## src/rtl/neuron_accumulator_pkg.sv

```systemverilog
// ---------------------------------------------------------------------------
// neuron_accumulator_pkg
//   Shared definitions for the neuron accumulator and its saturating adder.
//   Holds the default datapath widths, the saturation limits, and the
//   accumulator FSM state type. Later bias/residual stages import the same
//   package, so these values stay the same across those blocks.
// ---------------------------------------------------------------------------
package neuron_accumulator_pkg;

   // Default datapath geometry: signed Q8.8 operands.
   localparam int ACC_DATA_W    = 16;
   localparam int ACC_FRAC_W    = 8;
   localparam int ACC_MAX_TERMS = 64;
   localparam int ACC_CNT_W     = $clog2(ACC_MAX_TERMS) + 1;

   // Clamp values used when a 16-bit signed sum leaves its range.
   localparam logic [15:0] SAT_MAX = 16'h7FFF;
   localparam logic [15:0] SAT_MIN = 16'h8000;

   // Accumulator FSM states (2-bit encoding).
   typedef enum logic [1:0] {
      IDLE  = 2'd0,
      ACCUM = 2'd1,
      DONE  = 2'd2
   } acc_state_e;

endpackage

```

## src/rtl/neuron_accumulator_sat_add16.sv

```systemverilog
// ---------------------------------------------------------------------------
// neuron_accumulator_sat_add16
//   Combinational 16-bit signed saturating adder.
//   Ports:
//     a_i, b_i : signed 16-bit operands
//     sum_o    : a_i + b_i, clamped to 0x7FFF / 0x8000
//     ovf_o    : high when the result was clamped
// ---------------------------------------------------------------------------
module neuron_accumulator_sat_add16
   import neuron_accumulator_pkg::*;
(
   input  logic [15:0] a_i,
   input  logic [15:0] b_i,
   output logic [15:0] sum_o,
   output logic        ovf_o
);

   logic [16:0] wideSum;

   // Sign-extend both operands to 17 bits. If the two top bits of the sum
   // disagree, the true result does not fit in 16 bits. In that case bit 16
   // holds the real sign and selects which limit to clamp to.
   always_comb begin
      wideSum = {a_i[15], a_i} + {b_i[15], b_i};
      sum_o   = wideSum[15:0];
      ovf_o   = 1'b0;
      if (wideSum[16] != wideSum[15]) begin
         ovf_o = 1'b1;
         sum_o = wideSum[16] ? SAT_MIN : SAT_MAX;
      end
   end

endmodule

```

## src/rtl/neuron_accumulator.sv

```systemverilog
// ---------------------------------------------------------------------------
// neuron_accumulator
//   Accumulates one neuron's dot product. The accumulator is preloaded with a
//   bias, then sums cfg_num_terms signed Q8.8 products with saturating
//   addition. One result is returned per operation over a valid/ready
//   handshake.
//   Ports:
//     clk, rst_n      : clock (rising edge) and synchronous active-low reset
//     start           : begin an operation (only honoured in IDLE)
//     bias_in         : initial accumulator value, latched on start
//     cfg_num_terms   : product count, latched on start, clamped to MAX_TERMS
//     in_valid/in_ready/in_data    : product stream input
//     out_valid/out_ready/out_data : result output
//     busy            : high whenever the FSM is not in IDLE
//     ovf_flag        : sticky saturation indicator for the current operation
//   Build option:
//     ACC_RELU_EN     : when defined, a negative result is presented as 0
// ---------------------------------------------------------------------------
module neuron_accumulator
   import neuron_accumulator_pkg::*;
#(
   parameter int DATA_W    = ACC_DATA_W,
   parameter int MAX_TERMS = ACC_MAX_TERMS,
   parameter int CNT_W     = ACC_CNT_W
) (
   input  logic              clk,
   input  logic              rst_n,
   input  logic              start,
   input  logic [DATA_W-1:0] bias_in,
   input  logic [CNT_W-1:0]  cfg_num_terms,
   input  logic              in_valid,
   output logic              in_ready,
   input  logic [DATA_W-1:0] in_data,
   output logic              out_valid,
   input  logic              out_ready,
   output logic [DATA_W-1:0] out_data,
   output logic              busy,
   output logic              ovf_flag
);

   acc_state_e        state_q, state_d;
   logic [DATA_W-1:0] acc_q, acc_d;
   logic [DATA_W-1:0] out_data_q, out_data_d;
   logic [CNT_W-1:0]  cnt_q, cnt_d;
   logic [CNT_W-1:0]  num_q, num_d;
   logic              in_ready_q, in_ready_d;
   logic              out_valid_q, out_valid_d;
   logic              ovf_q, ovf_d;

   logic [CNT_W-1:0]  numClamped;
   logic [DATA_W-1:0] sumVal;
   logic              sumOvf;
   logic              accept;
   logic              lastAccept;

   // Presentation of a finished sum. The optional ReLU only changes what is
   // shown on out_data. The stored sum and the overflow flag are not affected.
   function automatic logic [DATA_W-1:0] outView(input logic [DATA_W-1:0] v);
`ifdef ACC_RELU_EN
      return v[DATA_W-1] ? '0 : v;
`else
      return v;
`endif
   endfunction

   neuron_accumulator_sat_add16 uSatAdd (
      .a_i   (acc_q),
      .b_i   (in_data),
      .sum_o (sumVal),
      .ovf_o (sumOvf)
   );

   // A request above MAX_TERMS is clamped. Otherwise cnt could never reach
   // num-1 within the supported range.
   assign numClamped = (cfg_num_terms > CNT_W'(MAX_TERMS)) ? CNT_W'(MAX_TERMS)
                                                           : cfg_num_terms;
   assign accept     = in_valid && in_ready_q;
   assign lastAccept = accept && (cnt_q == num_q - 1'b1);

   // Next-state logic. in_ready, out_valid and out_data are computed one cycle
   // early so that all three come straight from flops. out_valid therefore
   // rises in the cycle right after the final accept, or right after a
   // zero-term start.
   always_comb begin
      state_d     = state_q;
      acc_d       = acc_q;
      cnt_d       = cnt_q;
      num_d       = num_q;
      in_ready_d  = in_ready_q;
      out_valid_d = out_valid_q;
      out_data_d  = out_data_q;
      ovf_d       = ovf_q;
      unique case (state_q)
         IDLE: begin
            if (start) begin
               acc_d = bias_in;
               cnt_d = '0;
               num_d = numClamped;
               ovf_d = 1'b0;
               if (numClamped == '0) begin
                  state_d     = DONE;
                  out_valid_d = 1'b1;
                  out_data_d  = outView(bias_in);
               end else begin
                  state_d    = ACCUM;
                  in_ready_d = 1'b1;
               end
            end
         end
         ACCUM: begin
            if (accept) begin
               acc_d = sumVal;
               cnt_d = cnt_q + 1'b1;
               if (sumOvf) begin
                  ovf_d = 1'b1;
               end
               if (lastAccept) begin
                  state_d     = DONE;
                  in_ready_d  = 1'b0;
                  out_valid_d = 1'b1;
                  out_data_d  = outView(sumVal);
               end
            end
         end
         DONE: begin
            // start is not examined in this state, so a start that arrives in
            // the same cycle as the output handshake is ignored.
            if (out_ready) begin
               state_d     = IDLE;
               out_valid_d = 1'b0;
            end
         end
         default: begin
            state_d = IDLE;
         end
      endcase
   end

   // State registers. Reset aborts any operation in progress and clears
   // every output.
   always_ff @(posedge clk) begin
      if (!rst_n) begin
         state_q     <= IDLE;
         acc_q       <= '0;
         cnt_q       <= '0;
         num_q       <= '0;
         in_ready_q  <= 1'b0;
         out_valid_q <= 1'b0;
         out_data_q  <= '0;
         ovf_q       <= 1'b0;
      end else begin
         state_q     <= state_d;
         acc_q       <= acc_d;
         cnt_q       <= cnt_d;
         num_q       <= num_d;
         in_ready_q  <= in_ready_d;
         out_valid_q <= out_valid_d;
         out_data_q  <= out_data_d;
         ovf_q       <= ovf_d;
      end
   end

   assign in_ready  = in_ready_q;
   assign out_valid = out_valid_q;
   assign out_data  = out_data_q;
   assign ovf_flag  = ovf_q;
   assign busy      = (state_q != IDLE);

endmodule

```

## config.mk

```make
export PLATFORM = sky130hd
export DESIGN_NAME = neuron_accumulator
export DESIGN_NICKNAME = d
export VERILOG_FILES = /design/src/rtl/neuron_accumulator_pkg.sv /design/src/rtl/neuron_accumulator_sat_add16.sv /design/src/rtl/neuron_accumulator.sv
export SDC_FILE = /design/constraint.sdc
export NUM_CORES = 1
export LEC_CHECK = 0
export CORE_ASPECT_RATIO = 1.25
export CORE_MARGIN = 2
export CORE_UTILIZATION = 50
export DETAILED_ROUTE_END_ITERATION = 10
export PLACE_DENSITY = 0.77
export SKIP_CTS_REPAIR_TIMING = 1
export SLEW_MARGIN = 0
export SYNTH_ARGS = -nofsm -noshare
export SYNTH_HDL_FRONTEND = slang
export SYNTH_HIERARCHICAL = 1
export SYNTH_SLANG_ARGS = --single-unit
export TNS_END_PERCENT = 50
```

## constraint.sdc

```tcl
create_clock -name clk -period 3.8 [get_ports clk]
set_input_delay 0.57 -clock clk [delete_from_list [all_inputs] [get_ports clk]]
set_output_delay 0.57 -clock clk [all_outputs]
set_load 0.01 [all_outputs]
```

* Yosys cells after proc, flatten, opt, wreduce, memory -nomap -nowiden
Cells that the tools add are included.
** Cells by class
- Add/sub/neg operators :: 3
- Multipliers :: 0
- Divide/modulo/power cells :: 0
- Order comparisons :: 1
- Equal/unequal tests :: 11
- Shift operators :: 0
- Multiplexer cells :: 36
- Bitwise logic cells :: 0
- Reductions and logical operators :: 14
** Operators by type and width (number)
- $mux W16 :: 8
- $pmux W16 S2 :: 2
- $mux W7 :: 3
- $add A16 B16 Y17 :: 1
- $ne A2 B2 Y1 const B :: 7
- $pmux W7 S2 :: 1
- $mux W1 :: 13
- $mux W2 :: 5
- $reduce_and A5 Y1 :: 2
- $reduce_and A4 Y1 :: 2
- $add A7 B1 Y7 const B :: 1
- $eq A7 B7 Y1 :: 1
- $gt A7 B7 Y1 const B :: 1
- $logic_not A7 Y1 :: 1
- $sub A7 B1 Y7 const B :: 1
- $pmux W2 S3 :: 1
- $reduce_and A6 Y1 :: 1
- $pmux W1 S2 :: 2
- $reduce_bool A2 Y1 :: 2
- $pmux W1 S3 :: 1
- $reduce_and A3 Y1 :: 1
- $reduce_bool A3 Y1 :: 1
- $eq A2 B1 Y1 const B :: 1
- $eq A2 B2 Y1 const B :: 1
- other kinds (4) :: 5
** Storage, ports and cells
- Flip-flop bits (word level) :: 51
- Latch bits :: 0
- Memory bits (writable) :: 0
- Memory bits (read-only) :: 0
- Input bits :: 44
- Output and inout bits :: 20
- Word-level logic and storage cells :: 73
- Memories kept :: 0

* Longest topological paths before layout
- Word-level depth :: 6
- Depth in mapped cells :: 12

* Modules after synthesis
The synthesis kept the hierarchy.
** Modules (own cells, without submodules)
- neuron_accumulator :: instances 1, cells each 227, area each 2394.8 um^2, sequential area each 1021.0 um^2
- neuron_accumulator_sat_add16 :: instances 1, cells each 126, area each 1041.0 um^2, sequential area each 0.0 um^2

* Worst setup path before layout
Ideal clock, no wire load.
- Kind :: input port to flip-flop
- Start :: input port in_data[0]
- End :: register acc_q[9]
- Data arrival time :: 2.992 ns
- Slack :: 0.691 ns
- Stages :: 12
- Buffers on the path :: 1
- Path through :: ha_1 fa_1 a21o_2 a221oi_4 o21ai_2 nand2b_2 a41oi_4 buf_6 maj3_1 mux2i_1 nand2_1 o211a_1
** Between the ends
- Longest elaborated chain between the ends :: 5
- Elaborated cells on any way between the ends :: 6
- Those cells by class :: add/sub (1); eq/ne (1); mux (4)
** RTL lines
- from (decl) :: RTL line neuron_accumulator.sv:33 : input logic [DATA_W-1:0] in_data,
- $add A16 B16 Y17 (*) :: RTL line neuron_accumulator_sat_add16.sv:24 : wideSum = {a_i[15], a_i} + {b_i[15], b_i};
- $mux W16 or $ne A1 B1 Y1 (tied branches) :: RTL line neuron_accumulator_sat_add16.sv:29, neuron_accumulator_sat_add16.sv:27
- $mux W16 (*) :: RTL line neuron_accumulator_sat_add16.sv:27 : if (wideSum[16] != wideSum[15]) begin
- named net sumVal[9] :: RTL line neuron_accumulator.sv:51 : logic [DATA_W-1:0] sumVal;
- $mux W16 (*) :: RTL line neuron_accumulator.sv:111 : if (accept) begin
- $pmux W16 S2 (*) :: RTL line neuron_accumulator.sv:93 : unique case (state_q)
- to (signal assigned) :: RTL line neuron_accumulator.sv:144 : acc_q <= '0;
- to (signal assigned) :: RTL line neuron_accumulator.sv:153 : acc_q <= acc_d;
- to (decl) :: RTL line neuron_accumulator.sv:42 : logic [DATA_W-1:0] acc_q, acc_d;
The timed path passes the listed nets; every way through them passes the cells marked *. The select of a mux whose other input is x is not followed.
A chain may end at the register's enable or synchronous reset.

* Worst setup path in the final report
- Start :: input port in_data[0]
- End :: register acc_q[12]
The elaborated chain is that of the path after synthesis.

==> impl_metrics.toml <==
[status]
status = "complete, no violations"

[route]
detail_route.wirelength_mm = 7.99
dr.first_iter.drc_count = 93
antenna_left = 0
wire_length_per_cell_um = 16.0
via_count = 2841
post_drt_via_cell_ratio = 5.69
route.detailed.drc = 0
first_pass_iters = 4

[flow_run]
cap_violations = 0

[synthesis]
synthesis.area_mm2 = 0.00344
synth_instances = 353
synth_flop_cell = "dfxtp_1"
synth_sequential_area_ratio_pct = 29.7
synth-warning-count = 6
postSynth.asyncResetShare_pct = 0
ys_types = 62
ys_seq_elements = 51
synth-edff-count = 0
synthesis.area_per_instance_um2 = 9.73
postSynthNetCount = 416

[clock_network]
cts_num_sinks = 51
clock_tree.root_cell = "clkbuf_8"
tritoncts.num_buffers = 5
clock_insertion_delay_worst_skew_ns = 0.31
cts_max_path_buffers = 2
h-tree-depth = 2
path_clk_slew_ns = 0.10
tritoncts_clock_tree = "yes"

[global_route]
grt_antenna_before_repair = 0
grt_usage_pct = 21.3
vias_in_the_first_global_route = 2872
gr-total-overflow = 0
pin_count_of_the_biggest_net_entering_global_routing = 42
grt_first_pass_wirelength_mm = 13.2

[final_layout]
post-route-util_pct = 63.6
n_fill_cell = 589
syn_to_final_growth_pct = 22.4
nets = 474
num_antenna_cells = 0
post_route_cells_drive_above_1_share_pct = 12.4

[min_path]
min-delay-path-class = "reg -> reg"
min_from = "out_data[1]"
worst_hold_path.num_cells = 1

[pwr]
report.power.total_w = 0.00143
switching_power_share_of_the_total_pct = 33.4
pwr_density_cell_mw_per_mm2 = 340
power.share.clock_pct = 24.0
power.leakage_nw = 1.69
power.combinational.fraction_pct = 35.6
power_dissipated_by_switching_net_loads_w = 0.000478
share_seq_of_total_power_pct = 40.5
p_int_w = 0.000951
ir_drop_v = 0.000206

[critical_path]
critical_path.endpoint = "acc_q[12]"
critPathArrivalTime_ns = 3.63
timing.critical_path.fanout_max = 17
critical_path.cell_chain = "clkdlybuf4s50_1 -> ha_1 -> fa_1 -> a21o_2 -> a221oi_4 -> o21ai_2 -> nand2b_2 -> a41oi_4 -> maj3_1 -> mux2i_1 -> nand2_1 -> o211a_1"
cp_slowest_stage_delay_ns = 0.48
required_ns = 4.00
criticalPathCategory = "in -> reg"
startpoint_type = "input port"
startpoint = "in_data[0]"
r2r_cells = 11
crit_path_top_delay_cell = "maj3_1"
regToRegStartpoint = "acc_q[0]"
ff2ff_setup_slack_ns = 0.71
reg2reg_to = "acc_q[12]"
endpoint_kind = "register"

[sta]
slew-limit-headroom_pct = 31.3
setup_tns_ns = 0
timing_hold_violations_final = 0
timing_worst_slew_pin_value_ns = 1.03
achievable_frequency_mhz = 292
rsz0062_at_grt = "false"
timing.final.setup_violations = 0
timing.final.crit_share_pct = 90.1
setup_ws_ns = 0.375
timing.clock.skew_ns = 0.00926
period_needed_ns = 3.43
timing.final.max_slew_violations = 0

[floorplan]
die-width_um = 78.1
io_pins = 64
rows = 33
start_util_pct = 52.0
floorplan.die.height_um = 96.7
die_area_mm2 = 0.00756
core_area_mm2 = 0.00661

[place]
io_buffer_count = 63
gp_congestion = 0.813
place_ws_ns = 0.0447
dp.final_hpwl_mm = 5.87
-- kinds of logic (layout without fill, tap and decap cells) --
| kind of cell | after synthesis | in the layout | synth area share (%) |
|---|---|---|---|
| buffers and inverters | 26 | 85 | 4.30 |
| flip-flops | 51 | 51 | 29.7 |
| AO/OA/AOI/OAI | 90 | 90 | 25.2 |
| XOR/XNOR | 26 | 26 | 7.28 |
| adder cells (fa/ha/maj) | 34 | 34 | 11.5 |
| AND/OR/NAND/NOR | 108 | 108 | 16.7 |
| multiplexers | 18 | 18 | 5.32 |
-- routing by layer --
| metal | share of wire, % | up-vias | GRT usage [%] | wire length (µm) |
|---|---|---|---|---|
| met3 | 3.1 | 12 | 2.99 | 249 |
| met2 | 52 | 67 | 39.3 | 4180 |
| met5 | 0 | - | 0 | 0 |
| met4 | 2.0 | 0 | 7.69 | 161 |
| met1 | 42 | 1357 | 24.5 | 3390 |
| li1 | - | 1405 | - | - |
-- per-stage QoR --
stage,std cells,hold WS [ns],instance area [µm²]
final,499,0.479,4200
after floorplan,353,0.455,3440
after CTS,499,0.481,4200
after global routing,499,0.497,4200
after detailed placement,491,0.454,4110
after global placement,491,0.450,4110
-- cell usage after synthesis, drive strengths merged (2+ instances only) --
cell / number / area share [%]
a21oi: 18 / 2.7
a21boi: 3 / 0.66
mux2: 2 / 0.66
a41oi: 3 / 2.1
o211a: 17 / 5.0
o21a: 4 / 0.87
nand4: 3 / 0.55
a211oi: 3 / 0.80
nand3b: 3 / 0.66
dfxtp: 51 / 30
mux2i: 16 / 4.7
and2: 4 / 0.73
nand2b: 6 / 1.2
o21ai: 9 / 1.4
nor4: 2 / 0.80
a22o: 3 / 0.80
xnor2: 15 / 4.3
nor3: 5 / 1.0
clkbuf: 6 / 0.66
xor2: 11 / 3.0
nor2: 18 / 2.0
nor2b: 6 / 1.1
a21o: 3 / 0.69
buf: 11 / 2.7
o2bb2ai: 17 / 6.2
nand2: 39 / 4.3
ha: 18 / 6.6
inv: 9 / 0.98
nand3: 9 / 1.5
nor3b: 5 / 1.4
and3: 5 / 0.91
a221oi: 2 / 1.2
maj3: 15 / 4.4
-- state kept, by name, indices dropped and copies added (netlist names) --
signal	flops
in_ready	1
state_q	2
ovf_flag	1
num_q	7
out_data	16
cnt_q	7
out_valid	1
acc_q	16
-- how the worst min path moves through the flow --
stage,to,slack [ns]
4_1_cts,out_data[6],0.48
3_3_place_gp,out_data[1],0.45
3_5_place_dp,out_data[0],0.45
5_1_grt,out_data[13],0.50
6_report,out_data[1],0.48
2_1_floorplan,num_q[6],0.46
-- placed cells by master (no fill, tap or decap), drive strengths merged, types with 11 or more instances in the layout --
master,Yosys,routed
xor2,11,11
maj3,15,15
ha,18,18
mux2i,16,16
dfxtp,51,51
nor2,18,18
xnor2,15,15
a21oi,18,18
o211a,17,17
o2bb2ai,17,17
nand2,39,39
clkdlybuf4s50,0,63
-- worst max-delay path, delay by kind of cell --
kind,cells,cell delay (ns)
AND/OR/NAND/NOR,2,0.18
AO/OA/AOI/OAI,5,1.11
adder cells (fa/ha/maj),3,1.10
multiplexers,1,0.24
buffers and inverters,1,0.41
-- power by group through the flow --
stage | Combinational (W) | Clock, W | Sequential [W]
6_report | 0.000508 | 0.000343 | 0.000578
2_1_floorplan | 0.000385 | 0 | 0.000585
4_1_cts | 0.000509 | 0.000348 | 0.000578
3_3_place_gp | 0.000496 | 0 | 0.000590
5_1_grt | 0.000556 | 0.000367 | 0.000582
3_5_place_dp | 0.000506 | 0 | 0.000590
-- layout make-up --
type | count | area (µm²) | area share (%)
sequential | 51 | 1020 | 24.3
clock buffer | 6 | 82.6 | 1.96
clock inverter | 2 | 16.3 | 0.387
tap | 87 | 109 | 2.59
multi-input combinational | 276 | 2270 | 54.1
inverter | 9 | 33.8 | 0.804
timing repair buffer | 68 | 668 | 15.9
No activity file was read; power rests on OpenSTA's default activity.
